--- src/rtl/md_issue_if.sv ---
// Issue-controller bundle: pipeline request/response side plus the MultDiv side.
// The controller takes the master modport; the pipeline/MultDiv environment takes slave.
interface md_issue_if;
    localparam int unsigned XLEN = 32;
    localparam int unsigned OPW  = 3;

    logic            req_valid;
    logic [OPW-1:0]  req_op;
    logic [XLEN-1:0] req_a;
    logic [XLEN-1:0] req_b;
    logic            flush;
    logic            stall;
    logic            md_start;
    logic [OPW-1:0]  md_op;
    logic [XLEN-1:0] md_a;
    logic [XLEN-1:0] md_b;
    logic            md_busy;
    logic [XLEN-1:0] md_out;
    logic [XLEN-1:0] rd_data;
    logic            rd_valid;
    logic            timeout_err;

    modport master (
        input  req_valid, req_op, req_a, req_b, flush, md_busy, md_out,
        output stall, md_start, md_op, md_a, md_b, rd_data, rd_valid, timeout_err
    );

    modport slave (
        output req_valid, req_op, req_a, req_b, flush, md_busy, md_out,
        input  stall, md_start, md_op, md_a, md_b, rd_data, rd_valid, timeout_err
    );
endinterface

--- src/rtl/md_issue_ctrl.sv ---
// EX-stage issue controller for the iterative MultDiv unit: start pulse, operand hold,
// busy stall, zero-latency mfhi/mflo return and a sticky watchdog.
module md_issue_ctrl #(
    parameter int unsigned TIMEOUT  = 64,
    parameter int unsigned WAIT_MAX = 2
) (
    input  logic        clk,
    input  logic        rst_n,
    md_issue_if.master  bus
);
    localparam int unsigned XLEN = 32;
    localparam int unsigned OPW  = 3;
    localparam int unsigned WDW  = $clog2(TIMEOUT + 1);

    typedef enum logic [1:0] {IDLE, ISSUE, WAIT, BUSY} state_t;

    state_t          state;
    logic [OPW-1:0]  op_q;
    logic [XLEN-1:0] a_q;
    logic [XLEN-1:0] b_q;
    logic            start_q;
    logic            terr_q;
    logic [WDW-1:0]  wdog;

    logic            req_live;
    logic            accept;
    logic            is_mf;
    logic            mf_hit;
    logic [WDW-1:0]  wdog_nxt;

    // Request qualification; mfhi/mflo are served straight from md_out without a start.
    always_comb begin
        req_live = bus.req_valid & ~bus.flush;
        accept   = req_live & (state == IDLE);
        is_mf    = (bus.req_op[2:1] == 2'b10);
        mf_hit   = accept & is_mf;
        wdog_nxt = wdog + WDW'(1);
    end

    assign bus.stall       = req_live & (state != IDLE);
    assign bus.rd_valid    = mf_hit;
    assign bus.rd_data     = mf_hit ? bus.md_out : '0;
    assign bus.md_op       = mf_hit ? bus.req_op : op_q;
    assign bus.md_a        = a_q;
    assign bus.md_b        = b_q;
    assign bus.md_start    = start_q;
    assign bus.timeout_err = terr_q;

    // Single-process FSM; start_q is high exactly for the ISSUE cycle.
    always_ff @(posedge clk or negedge rst_n) begin
        if (!rst_n) begin
            state   <= IDLE;
            op_q    <= '0;
            a_q     <= '0;
            b_q     <= '0;
            start_q <= 1'b0;
            terr_q  <= 1'b0;
            wdog    <= '0;
        end else begin
            start_q <= 1'b0;
            unique case (state)
                IDLE: begin
                    if (accept) begin
                        op_q <= bus.req_op;
                        if (!is_mf) begin
                            a_q     <= bus.req_a;
                            b_q     <= bus.req_b;
                            start_q <= 1'b1;
                            state   <= ISSUE;
                        end
                    end
                end
                ISSUE: begin
                    wdog  <= '0;
                    // Only compute and mthi/mtlo reach ISSUE; op[2] set means a move-to.
                    state <= op_q[2] ? IDLE : WAIT;
                end
                WAIT, BUSY: begin
                    wdog <= wdog_nxt;
                    // Normal completion wins over the watchdog on the same cycle.
                    if (state == WAIT && !bus.md_busy && wdog_nxt == WDW'(WAIT_MAX)) begin
                        state <= IDLE;
                    end else if (state == BUSY && !bus.md_busy) begin
                        state <= IDLE;
                    end else if (wdog_nxt == WDW'(TIMEOUT)) begin
                        terr_q <= 1'b1;
                        state  <= IDLE;
                    end else if (state == WAIT && bus.md_busy) begin
                        state <= BUSY;
                    end
                end
                default: state <= IDLE;
            endcase
        end
    end
endmodule

--- src/flat_wrapper.sv ---
// flat-port wrapper written by rule: the top's interface ports become plain ports
module md_issue_ctrl_flat 
#(
    parameter int unsigned TIMEOUT  = 64,
    parameter int unsigned WAIT_MAX = 2
)
  (clk, rst_n, bus_req_valid, bus_req_op, bus_req_a, bus_req_b, bus_flush, bus_md_busy, bus_md_out, bus_stall, bus_md_start, bus_md_op, bus_md_a, bus_md_b, bus_rd_data, bus_rd_valid, bus_timeout_err);
  md_issue_if bus_i ();
  input  logic clk;
  input  logic rst_n;
  input wire logic [$bits(bus_i.req_valid)-1:0] bus_req_valid;
  input wire logic [$bits(bus_i.req_op)-1:0] bus_req_op;
  input wire logic [$bits(bus_i.req_a)-1:0] bus_req_a;
  input wire logic [$bits(bus_i.req_b)-1:0] bus_req_b;
  input wire logic [$bits(bus_i.flush)-1:0] bus_flush;
  input wire logic [$bits(bus_i.md_busy)-1:0] bus_md_busy;
  input wire logic [$bits(bus_i.md_out)-1:0] bus_md_out;
  output wire logic [$bits(bus_i.stall)-1:0] bus_stall;
  output wire logic [$bits(bus_i.md_start)-1:0] bus_md_start;
  output wire logic [$bits(bus_i.md_op)-1:0] bus_md_op;
  output wire logic [$bits(bus_i.md_a)-1:0] bus_md_a;
  output wire logic [$bits(bus_i.md_b)-1:0] bus_md_b;
  output wire logic [$bits(bus_i.rd_data)-1:0] bus_rd_data;
  output wire logic [$bits(bus_i.rd_valid)-1:0] bus_rd_valid;
  output wire logic [$bits(bus_i.timeout_err)-1:0] bus_timeout_err;
  assign bus_i.req_valid = bus_req_valid;
  assign bus_i.req_op = bus_req_op;
  assign bus_i.req_a = bus_req_a;
  assign bus_i.req_b = bus_req_b;
  assign bus_i.flush = bus_flush;
  assign bus_i.md_busy = bus_md_busy;
  assign bus_i.md_out = bus_md_out;
  assign bus_stall = bus_i.stall;
  assign bus_md_start = bus_i.md_start;
  assign bus_md_op = bus_i.md_op;
  assign bus_md_a = bus_i.md_a;
  assign bus_md_b = bus_i.md_b;
  assign bus_rd_data = bus_i.rd_data;
  assign bus_rd_valid = bus_i.rd_valid;
  assign bus_timeout_err = bus_i.timeout_err;
  md_issue_ctrl #(.TIMEOUT(TIMEOUT), .WAIT_MAX(WAIT_MAX)) u_core (.clk(clk), .rst_n(rst_n), .bus(bus_i));
endmodule
--- config.mk ---
export PLATFORM = sky130hd
export DESIGN_NAME = md_issue_ctrl_flat
export DESIGN_NICKNAME = d
export VERILOG_FILES = /design/src/rtl/md_issue_if.sv /design/src/rtl/md_issue_ctrl.sv /design/src/flat_wrapper.sv
export SDC_FILE = /design/constraint.sdc
export NUM_CORES = 1
export LEC_CHECK = 0
export BUFFER_PORTS_ARGS = -buffer_cell sky130_fd_sc_hd__buf_4
export CORE_ASPECT_RATIO = 2
export CORE_MARGIN = 2
export CORE_UTILIZATION = 40
export CTS_CLUSTER_SIZE = 40
export DETAILED_ROUTE_END_ITERATION = 8
export PLACE_DENSITY = 0.79
export SLEW_MARGIN = 15
export SYNTH_ARGS = -nofsm -noshare
export SYNTH_HDL_FRONTEND = slang
export SYNTH_SLANG_ARGS = --single-unit
export TNS_END_PERCENT = 100
--- constraint.sdc ---
create_clock -name clk -period 1.62 [get_ports clk]
set_input_delay 0.081 -clock clk [delete_from_list [all_inputs] [get_ports clk]]
set_output_delay 0.081 -clock clk [all_outputs]
set_load 0.01 [all_outputs]
==> results of run 1 <==
[metrics by stage]
step,util (%),std cells,TNS (ps),setup WS (ps)
final,72.9,646,-4390,-177
after global placement,60.1,556,0,50.1
after global routing,72.9,646,-8080,-263
after detailed placement,60.1,556,-35.1,-23.1
after CTS,71.7,644,-4680,-179
after floorplan,-,246,-25.9,-25.9
[worst paths after layout]
check | start | endpoint | slack [ps]
min in group asynchronous | rst_n | u_core.bus.md_a[12]$_DFFE_PN0P_ | 240
worst min register to register | u_core.bus.timeout_err$_DFFE_PN0P_ | u_core.bus.timeout_err$_DFFE_PN0P_ | 480
worst max register to register | u_core.wdog[0]$_DFFE_PN0N_ | u_core.bus.timeout_err$_DFFE_PN0P_ | 0
worst max-delay path | u_core.state[1]$_DFFE_PN0P_ | bus_md_op[0] | -180
max in group asynchronous | rst_n | u_core.wdog[0]$_DFFE_PN0N_ | 770
worst min-delay path | bus_req_op[2] | u_core.op_q[2]$_DFFE_PN0P_ | 20
[report_power, final]
group	internal, mW	switching, mW	total (mW)
combinational	2.72	1.68	4.40
clock	1.06	0.832	1.89
sequential	2.86	0.587	3.45
total	6.64	3.10	9.74
[cell usage after synthesis (all sizes together)]
master	count
a31o	1
a31oi	3
dfrtp	78
o22a	1
clkbuf	2
a22o	1
nand3	1
nor2b	1
a21o	1
mux2	68
nand2	7
o22ai	1
o21ai	6
xnor2	5
mux2i	1
and2	32
o21bai	1
a311oi	1
or2	2
a21oi	1
and3	4
nor3b	2
nor2	3
nand2b	2
xor2	2
inv	4
buf	10
ha	3
nor3	2
[cell families (layout without fill, tap and decap cells)]
family / count (synthesis) / count (layout)
AO/OA/AOI/OAI: 17 / 17
XOR/XNOR: 7 / 7
adder cells (fa/ha/maj): 3 / 3
buffers and inverters: 16 / 314
flip-flops: 78 / 78
multiplexers: 69 / 69
AND/OR/NAND/NOR: 56 / 56
[timing repair]
| item | in CTS | in global routing |
|---|---|---|
| gates resized for setup | 14 | 15 |
| hold endpoints to repair | 97 | 0 |
| pin swaps | 4 | 11 |
| endpoints found under the setup margin | 39 | 99 |
| buffers inserted | 3 | 1 |
| hold buffers | 67 | 0 |
| gates cloned | 2 | 2 |
[sequential cells by signal, summed over array words and instances (netlist names)]
register	flops
u_core.bus.md_a	32
u_core.bus.md_b	32
u_core.wdog	7
u_core.op_q	3
u_core.state	2
u_core.bus.md_start	1
u_core.bus.timeout_err	1
[routing by layer]
metal,wire length [um],vias to the layer above,global-route usage [%],part of all wire (%)
li1,-,1430,-,-
met2,7180,160,47.9,61
met3,688,22,4.66,5.8
met1,3600,1526,21.5,30
met5,0,-,0,0
met4,358,0,11.4,3.0
[cell type report]
class                   instances  area, sq um
clock buffers                   9          225
clock inverters                 7         57.6
fillers                       564         2400
inverters                       4         15.0
multi-input cells             152         1610
flip-flops and latches         78         1950
well taps                     102          128
repair buffers                294         2490
[worst max-delay path: cells and delay by family (launching register included)]
| family | cells | cell delay, ps |
|---|---|---|
| buffers and inverters | 2 | 280 |
| multiplexers | 1 | 300 |
| AND/OR/NAND/NOR | 2 | 400 |
| flip-flops | 1 | 410 |
==> impl_results.md, run 1 <==
- Run status: complete, but fails checks
- Failing checks: setup timing
- Via density: 4.86
- Max clock buf depth: 2
- Setup Crit Path Kind: reg2out
- Port Buffers: 206
- Commonest non-fill, non-tap cell in the layout: buf_4
- Leak pwr: 3.34 nW
- Final #Nets: 646
- Slowest library cell on the worst path: dfrtp_1
- First-pass GRT wire length: 18000 um
- H-tree Lvls: 3
- Worst Tran Pin Value: 424 ps
- Yosys warning total: 0
- Max Cap Viol: 0
- Final hold vios: 0
- Synthesized area: 3610 sq um
- Die Area: around 10000 sq um
- Die Wd: 71.2 um
- Hpwl dp: 7840 um
- Post-DP Area: 5340 sq um
- Share of cells above drive strength 1: between 60% and 70%
- Post-Synth XOR/XNOR Area: 1.91%
- CP endpoint kind: output port
- Core Area: slightly below 9000 sq um
- CTS tree: yes
- Vias: 3138
- Worst-path clk slew: 60 ps
- Post-synthesis net count: roughly 350
- Global placer's final weighted congestion: about 0.89
- Antenna Diode Count: 0
- Clock tree root buffer cell: clkbuf_16
- Maximum clock rate: 556 MHz
- Vias in the first global route: 3492
- Initial antenna violation count: 0
- Cells after Synth: roughly 250
- Simple-gate share of the synthesized area: 9.95%
- Final setup fails: 36
- R2R cell count: 6
- Max Slew Vio Count: 0
- CTS buffer count: 9
- Setup ws final: -177 ps
- Pwr/cell area: 1500 nW/um^2
- CP Data Required Time: approximately 1500 ps
- Critical Path AT: 1720 ps
- P&R area growth vs syn: 79.7%
- Area share of the largest cell type after synthesis: 54.1%
- Crit-path most repeated cell: buf_6
- Top cells by area, synth: dfrtp_1, mux2_4, mux2_2
- Pwr Total: around 9.7 mW
- Synth unique cells: 37
- Largest net degree at the start of global routing: 48
- Crit-path cells: nor3_4 -> nor3b_4 -> buf_6 -> mux2_4 -> buf_6
- Period minus WS final: 1800 ps
- I/O pin cnt: 207
- HP Class: in2reg
- Seq cells post-synth: 78
- Clock skew: approximately 5.8 ps
- Unrepaired setup endpoints after global routing: yes
- Max stage delay on crit path: roughly 410 ps
- Startpoint Class: flip-flop
- Multiplexer share of the synthesized area: 26.6%
- Clk Latency, worst-skew pair: 330 ps
- Sequential share of the synthesized area: between 50% and 60%
- Total track usage: 24.0%
- Final Instance Area: 6480 sq um
- Initial Util: between 40% and 50%
- CP Max Fanout: 5
- Largest family of logic cells by synthesized area: multiplexers
- Chip height: ~140 um
- Worst slew margin: 71.7%
- Synth Area in Adders: 1.04%
- Final Cycle Share: 111%
- Most frequent cells in the layout: buf_4, dfrtp_1, dlygate4sd3_1
- Row count: 49
- Hold Path Depth: 2
- Post-Route WL: 11800 um
- Initial DRC Count: 54
- Drt first pass iters: 4
- Total overflow reported by the global router: 0
- Syn Area/Cell: between 10 and 15 sq um
- Max rail drop VDD: 0.962 mV
- WHS: 18.8 ps
- Avg WL per Cell: 18.3 um
- Post-route ant nets: 0
- DRC: 0
- Synth Area in Compound Gates: 3.22%
- Clk sinks: approximately 80
- Area leader, netlist: dfrtp_1
Power figures use the tool's default switching activity.
==> run 2: changes to the inputs <==
HOLD_SLACK_MARGIN = 0.06   (was default)
==> impl_results.md, run 2 (synthesis results as in run 1) <==
- Run status: complete, but fails checks (unchanged)
- Failing checks: setup timing (unchanged)
- Die Wd: 71.2 um (unchanged)
- Critical Path AT: 1710 ps (was 1720 ps)
- First-pass GRT wire length: 18100 um (was 18000 um)
- Pre-CTS setup slack: -23.1 ps (unchanged)
- Unrepaired setup endpoints after global routing: yes (unchanged)
- Largest net degree at the start of global routing: 48 (unchanged)
- Total overflow reported by the global router: 0 (unchanged)
- Leak pwr: 3.34 nW (about the same)
- Setup ws final: -166 ps (was -177 ps)
- Max Slew Vio Count: 0 (unchanged)
- Vias in the first global route: 3494 (was 3492)
- Crit path to: bus_md_op[0] (unchanged)
- Avg WL per Cell: 18.4 um (was 18.3 um)
- Pwr/cell area: 1500 nW/um^2 (about the same)
- Die Area: 9840 sq um (unchanged)
- Clk sinks: 78 (unchanged)
- Final Cycle Share: 110% (was 111%)
- Post-route ant nets: 0 (unchanged)
- Startpoint Class: flip-flop (unchanged)
- Finished Core Util: 73.2% (was 72.9%)
- Period minus WS final: 1790 ps (was 1800 ps)
- Crit-path cells: nor3_4 -> nor3b_4 -> buf_6 -> mux2_4 -> buf_6 (unchanged)
- I/O pin cnt: 207 (unchanged)
- Setup Crit Path Kind: reg2out (unchanged)
- HP Class: in2async (was in2reg)
- R2R setup slack: -10 ps (was 0 ps)
- Maximum clock rate: 560 MHz (was 556 MHz)
- Reg2reg end: u_core.bus.timeout_err$_DFFE_PN0P_ (unchanged)
- Row count: 49 (unchanged)
- Max rail drop VDD: 0.962 mV (about the same)
- Initial antenna violation count: 0 (unchanged)
- Vias: 3155 (was 3138)
- Initial Util: 40.6% (unchanged)
- Drt first pass iters: 4 (unchanged)
- Most frequent cells in the layout: buf_4, dfrtp_1, dlygate4sd3_1 (unchanged)
- Final hold vios: 0 (unchanged)
- Max Cap Viol: 0 (unchanged)
- Worst-path clk slew: 70 ps (was 60 ps)
- Clk Latency, worst-skew pair: 330 ps (about the same)
- Core Area: 8890 sq um (unchanged)
- Via density: 4.87 (was 4.86)
- Clock skew: 5.46 ps (was 5.77 ps)
- Worst slew margin: 71.7% (about the same)
- CP Max Fanout: 5 (unchanged)
- CP endpoint kind: output port (unchanged)
- Chip height: 138 um (unchanged)
- Port Buffers: 206 (unchanged)
- Global placer's final weighted congestion: 0.894 (unchanged)
- CTS tree: yes (unchanged)
- Crit-path most repeated cell: buf_6 (unchanged)
- DRC: 0 (unchanged)
- Final setup fails: 36 (unchanged)
- CP Data Required Time: 1540 ps (about the same)
- Antenna Diode Count: 0 (unchanged)
- Critical Path Source: u_core.state[1]$_DFFE_PN0P_ (unchanged)
- RR Startpoint: u_core.wdog[0]$_DFFE_PN0N_ (unchanged)
- Initial DRC Count: 68 (was 54)
- Hpwl dp: 7840 um (unchanged)
- Final Instance Area: 6500 sq um (was 6480 sq um)
- Post-DP Area: 5340 sq um (unchanged)
- Max clock buf depth: 2 (unchanged)
- P&R area growth vs syn: 80.3% (was 79.7%)
- Post-Route WL: 11900 um (was 11800 um)
- Clock tree root buffer cell: clkbuf_16 (unchanged)
- CTS buffer count: 9 (unchanged)
- R2R cell count: 6 (unchanged)
- Slowest library cell on the worst path: dfrtp_1 (unchanged)
- Share of cells above drive strength 1: 61.5% (was 61.8%)
- Max stage delay on crit path: 410 ps (about the same)
- H-tree Lvls: 3 (unchanged)
- Final #Nets: 648 (was 646)
- Total track usage: 24.1% (was 24.0%)
- Worst Tran Pin Value: 424 ps (about the same)
- WHS: 240 ps (was 18.8 ps)
- Commonest non-fill, non-tap cell in the layout: buf_4 (unchanged)
[run 2: cell count changes in the layout (fill, tap and decap cells not counted), sizes merged]
cell	delta
dlygate4sd3	+2
[run 2: timing repair]
| action | CTS | global route |
|---|---|---|
| pin swaps | 4 | 11 |
| cloned | 2 | 2 |
| gates resized for setup | 14 | 15 |
| setup endpoints to repair | 39 | 99 |
| buffers inserted | 3 | 1 |
| endpoints found under the hold margin | 100 | 0 |
| hold buffers | 69 | 0 |
[run 2: routing by layer]
| layer | part of all wire, % | global-route usage, % | up-vias |
|---|---|---|---|
| met5 | 0 | 0 | - |
| met4 | 2.8 | 11.0 | 0 |
| met3 | 5.6 | 4.59 | 20 |
| met2 | 61 | 48.2 | 152 |
| met1 | 31 | 21.7 | 1546 |
| li1 | - | - | 1437 |
[run 2: cell type report]
| type | instances | area (sq um) |
|---|---|---|
| flip-flops and latches | 78 | 1950 |
| repair buffers | 296 | 2510 |
| multi-input cells | 152 | 1610 |
| clock buffers | 9 | 225 |
| fillers | 558 | 2380 |
| inverters | 4 | 15.0 |
| clock inverters | 7 | 57.6 |
| well taps | 102 | 128 |
[run 2: through the flow]
stage          setup TNS (ps)  total power [mW]  std cells
6_report                -4040              9.74        648
5_1_grt                 -8220              10.2        648
4_1_cts                 -4680              9.70        646
3_5_place_dp            -35.1              7.54        556
3_3_place_gp                0              7.39        556
2_1_floorplan           -25.9              5.41        246
[run 2: worst min-delay path by stage]
stage	cells past startpoint	slack, ps	to	startpoint
global placement	1	40	u_core.bus.md_a[13]$_DFFE_PN0P_	rst_n
detailed placement	1	50	u_core.bus.md_a[12]$_DFFE_PN0P_	rst_n
floorplan	0	-210	u_core.bus.md_a[0]$_DFFE_PN0P_	rst_n
finish	2	240	u_core.bus.md_a[12]$_DFFE_PN0P_	rst_n
CTS	2	260	u_core.bus.md_a[12]$_DFFE_PN0P_	rst_n
global route	2	280	u_core.bus.md_a[12]$_DFFE_PN0P_	rst_n
[run 2: critical path, delay by kind of cell, from the launching register on]
kind	cells	cell delay (ps)
and+or+nand+nor	2	400
DFF	1	410
buffers and inverters	2	270
muxes	1	300
[run 2: where the power goes]
group          switching (mW)  total (mW)  internal, mW  leakage (nW)
sequential              0.585        3.44          2.86         0.943
combinational            1.68        4.41          2.73          2.27
clock                   0.833        1.89          1.06         0.129
total                    3.10        9.74          6.64          3.34
==> run 3: changes to the inputs <==
GPL_TIMING_DRIVEN = 0   (was default)
TNS_END_PERCENT = 20   (was 100)
==> impl_results.md, run 3 (synthesis results as in run 1) <==
- Run status: complete, but fails checks (unchanged)
- Failing checks: setup timing (unchanged)
- P&R area growth vs syn: 79.4% (was 80.3%)
- Final hold vios: 0 (unchanged)
- Max Slew Vio Count: 0 (unchanged)
- Max Cap Viol: 0 (unchanged)
- Drt first pass iters: 4 (unchanged)
- WHS: 333 ps (was 240 ps)
- Placed instance count: 554 (was 556)
- CP Max Fanout: 4 (was 5)
- R2R cell count: 6 (unchanged)
- Total overflow reported by the global router: 0 (unchanged)
- Clk sinks: 78 (unchanged)
- Crit path to: bus_md_op[0] (unchanged)
- Startpoint Class: flip-flop (unchanged)
- Pwr/cell area: 1530 nW/um^2 (was 1500 nW/um^2)
- Maximum clock rate: 533 MHz (was 560 MHz)
- Largest net degree at the start of global routing: 79 (was 48)
- Worst Tran Pin Value: 981 ps (was 424 ps)
- CP endpoint kind: output port (unchanged)
- Port Buffers: 206 (unchanged)
- Row count: 49 (unchanged)
- I/O pin cnt: 207 (unchanged)
- Setup ws final: -256 ps (was -166 ps)
- Die Wd: 71.2 um (unchanged)
- Total track usage: 24.7% (was 24.1%)
- Post-Route WL: 12300 um (was 11900 um)
- CP Data Required Time: 1540 ps (about the same)
- Final #Nets: 648 (unchanged)
- CTS tree: yes (unchanged)
- Period minus WS final: 1880 ps (was 1790 ps)
- Vias in the first global route: 3561 (was 3494)
- Worst-path clk slew: 60 ps (was 70 ps)
- Avg WL per Cell: 18.9 um (was 18.4 um)
- Clk Latency, worst-skew pair: 340 ps (was 330 ps)
- Hpwl dp: 7900 um (was 7840 um)
- Pwr Total: 9.87 mW (was 9.74 mW)
- DRC: 0 (unchanged)
- Chip height: 138 um (unchanged)
- Unrepaired setup endpoints after global routing: yes (unchanged)
- Die Area: 9840 sq um (unchanged)
- H-tree Lvls: 3 (unchanged)
- Core Area: 8890 sq um (unchanged)
- Share of cells above drive strength 1: 62.1% (was 61.5%)
- Clock tree root buffer cell: clkbuf_16 (unchanged)
- RR Startpoint: u_core.wdog[1]$_DFFE_PN0N_ (was u_core.wdog[0]$_DFFE_PN0N_)
- Global placer's final weighted congestion: 0.796 (was 0.894)
- Max rail drop VDD: 0.953 mV (was 0.962 mV)
- Critical Path Source: u_core.state[0]$_DFFE_PN0P_ (was u_core.state[1]$_DFFE_PN0P_)
- Initial DRC Count: 178 (was 68)
- Max clock buf depth: 2 (unchanged)
- Final setup fails: 38 (was 36)
- Vias: 3214 (was 3155)
- Critical Path AT: 1790 ps (was 1710 ps)
- CTS buffer count: 9 (unchanged)
- First-pass GRT wire length: 18500 um (was 18100 um)
- R2R setup slack: -140 ps (was -10 ps)
- Setup Crit Path Kind: reg2out (unchanged)
- HP Class: in2reg (was in2async)
- Via density: 4.94 (was 4.87)
- Clock skew: 7.15 ps (was 5.46 ps)
- Reg2reg end: u_core.bus.timeout_err$_DFFE_PN0P_ (unchanged)
- Most frequent cells in the layout: buf_4, dfrtp_1, dlygate4sd3_1 (unchanged)
- Fin cells: 650 (was 648)
- Pre-CTS setup slack: -282 ps (was -23.1 ps)
- Leak pwr: 3.32 nW (was 3.34 nW)
- Worst slew margin: 34.6% (was 71.7%)
- Post-route ant nets: 0 (unchanged)
- Final Cycle Share: 116% (was 110%)
- Initial Util: 40.6% (unchanged)
- Commonest non-fill, non-tap cell in the layout: buf_4 (unchanged)
- Initial antenna violation count: 2 (was 0)
-- run 3: changes by cell type in the layout (fill, tap and decap cells not counted), sizes merged, moves of 2 or more --
| cell | change |
|---|---|
| clkinvlp | -2 |
| inv | -2 |
| diode | +2 |
| clkbuf | -2 |
| buf | +2 |
| clkinv | +3 |
-- run 3: worst max-delay path, cell delays in order (launching register included) --
cell     delay (ps)
dfrtp_2         420
nor3_4          200
nor3b_4         260
buf_6           150
mux2_4          300
buf_6           130
-- run 3: power breakdown --
group          switching, mW  total, mW  internal, mW
sequential             0.631       3.50          2.87
combinational           1.67       4.34          2.67
clock                  0.835       2.03          1.20
-- run 3: worst min-delay path by stage --
stage	startpoint	end	cells past startpoint
after floorplan	rst_n	u_core.bus.md_a[0]$_DFFE_PN0P_	0
after global placement	rst_n	u_core.bus.md_a[14]$_DFFE_PN0P_	1
after detailed placement	rst_n	u_core.bus.md_a[12]$_DFFE_PN0P_	1
after CTS	bus_req_op[1]	u_core.op_q[1]$_DFFE_PN0P_	2
after global routing	bus_req_op[1]	u_core.bus.md_a[10]$_DFFE_PN0P_	4
final	bus_req_op[1]	u_core.bus.md_b[31]$_DFFE_PN0P_	4
-- run 3: per-stage QoR --
step | util, % | setup TNS [ps] | instance area (sq um)
2_1_floorplan | - | -44.2 | 3610
3_3_place_gp | 59.5 | -6020 | 5290
3_5_place_dp | 59.5 | -7680 | 5290
4_1_cts | 71.2 | -7080 | 6330
5_1_grt | 72.8 | -12430 | 6470
6_report | 72.8 | -6660 | 6470
-- run 3: layout make-up --
| type | count | area (sq um) |
|---|---|---|
| Tap cell | 102 | 128 |
| Clock buffer | 9 | 225 |
| Antenna cell | 2 | 5.00 |
| Clock inverter | 7 | 73.8 |
| Fill cell | 554 | 2420 |
| Sequential cell | 78 | 1960 |
| Inverter | 4 | 15.0 |
| Timing Repair Buffer | 284 | 2350 |
| Multi-Input combinational cell | 152 | 1600 |
| Buffer | 12 | 116 |
-- run 3: layer usage --
metal | vias to the layer above | share of wire, % | track usage (%)
met5 | - | 0 | 0
met2 | 178 | 59 | 47.7
met1 | 1564 | 30 | 22.3
met4 | 0 | 5.5 | 14.2
li1 | 1432 | - | -
met3 | 40 | 6.4 | 5.25
-- run 3: what timing repair did --
| item | 4_1_cts | 5_1_grt |
|---|---|---|
| endpoints found under the setup margin | 88 | 89 |
| resized for setup | 11 | 27 |
| pin swaps | 1 | 5 |
| hold endpoints to repair | 146 | 1 |
| hold buffers | 68 | 1 |
| buffers inserted | 4 | 4 |
| cloned | 0 | 1 |
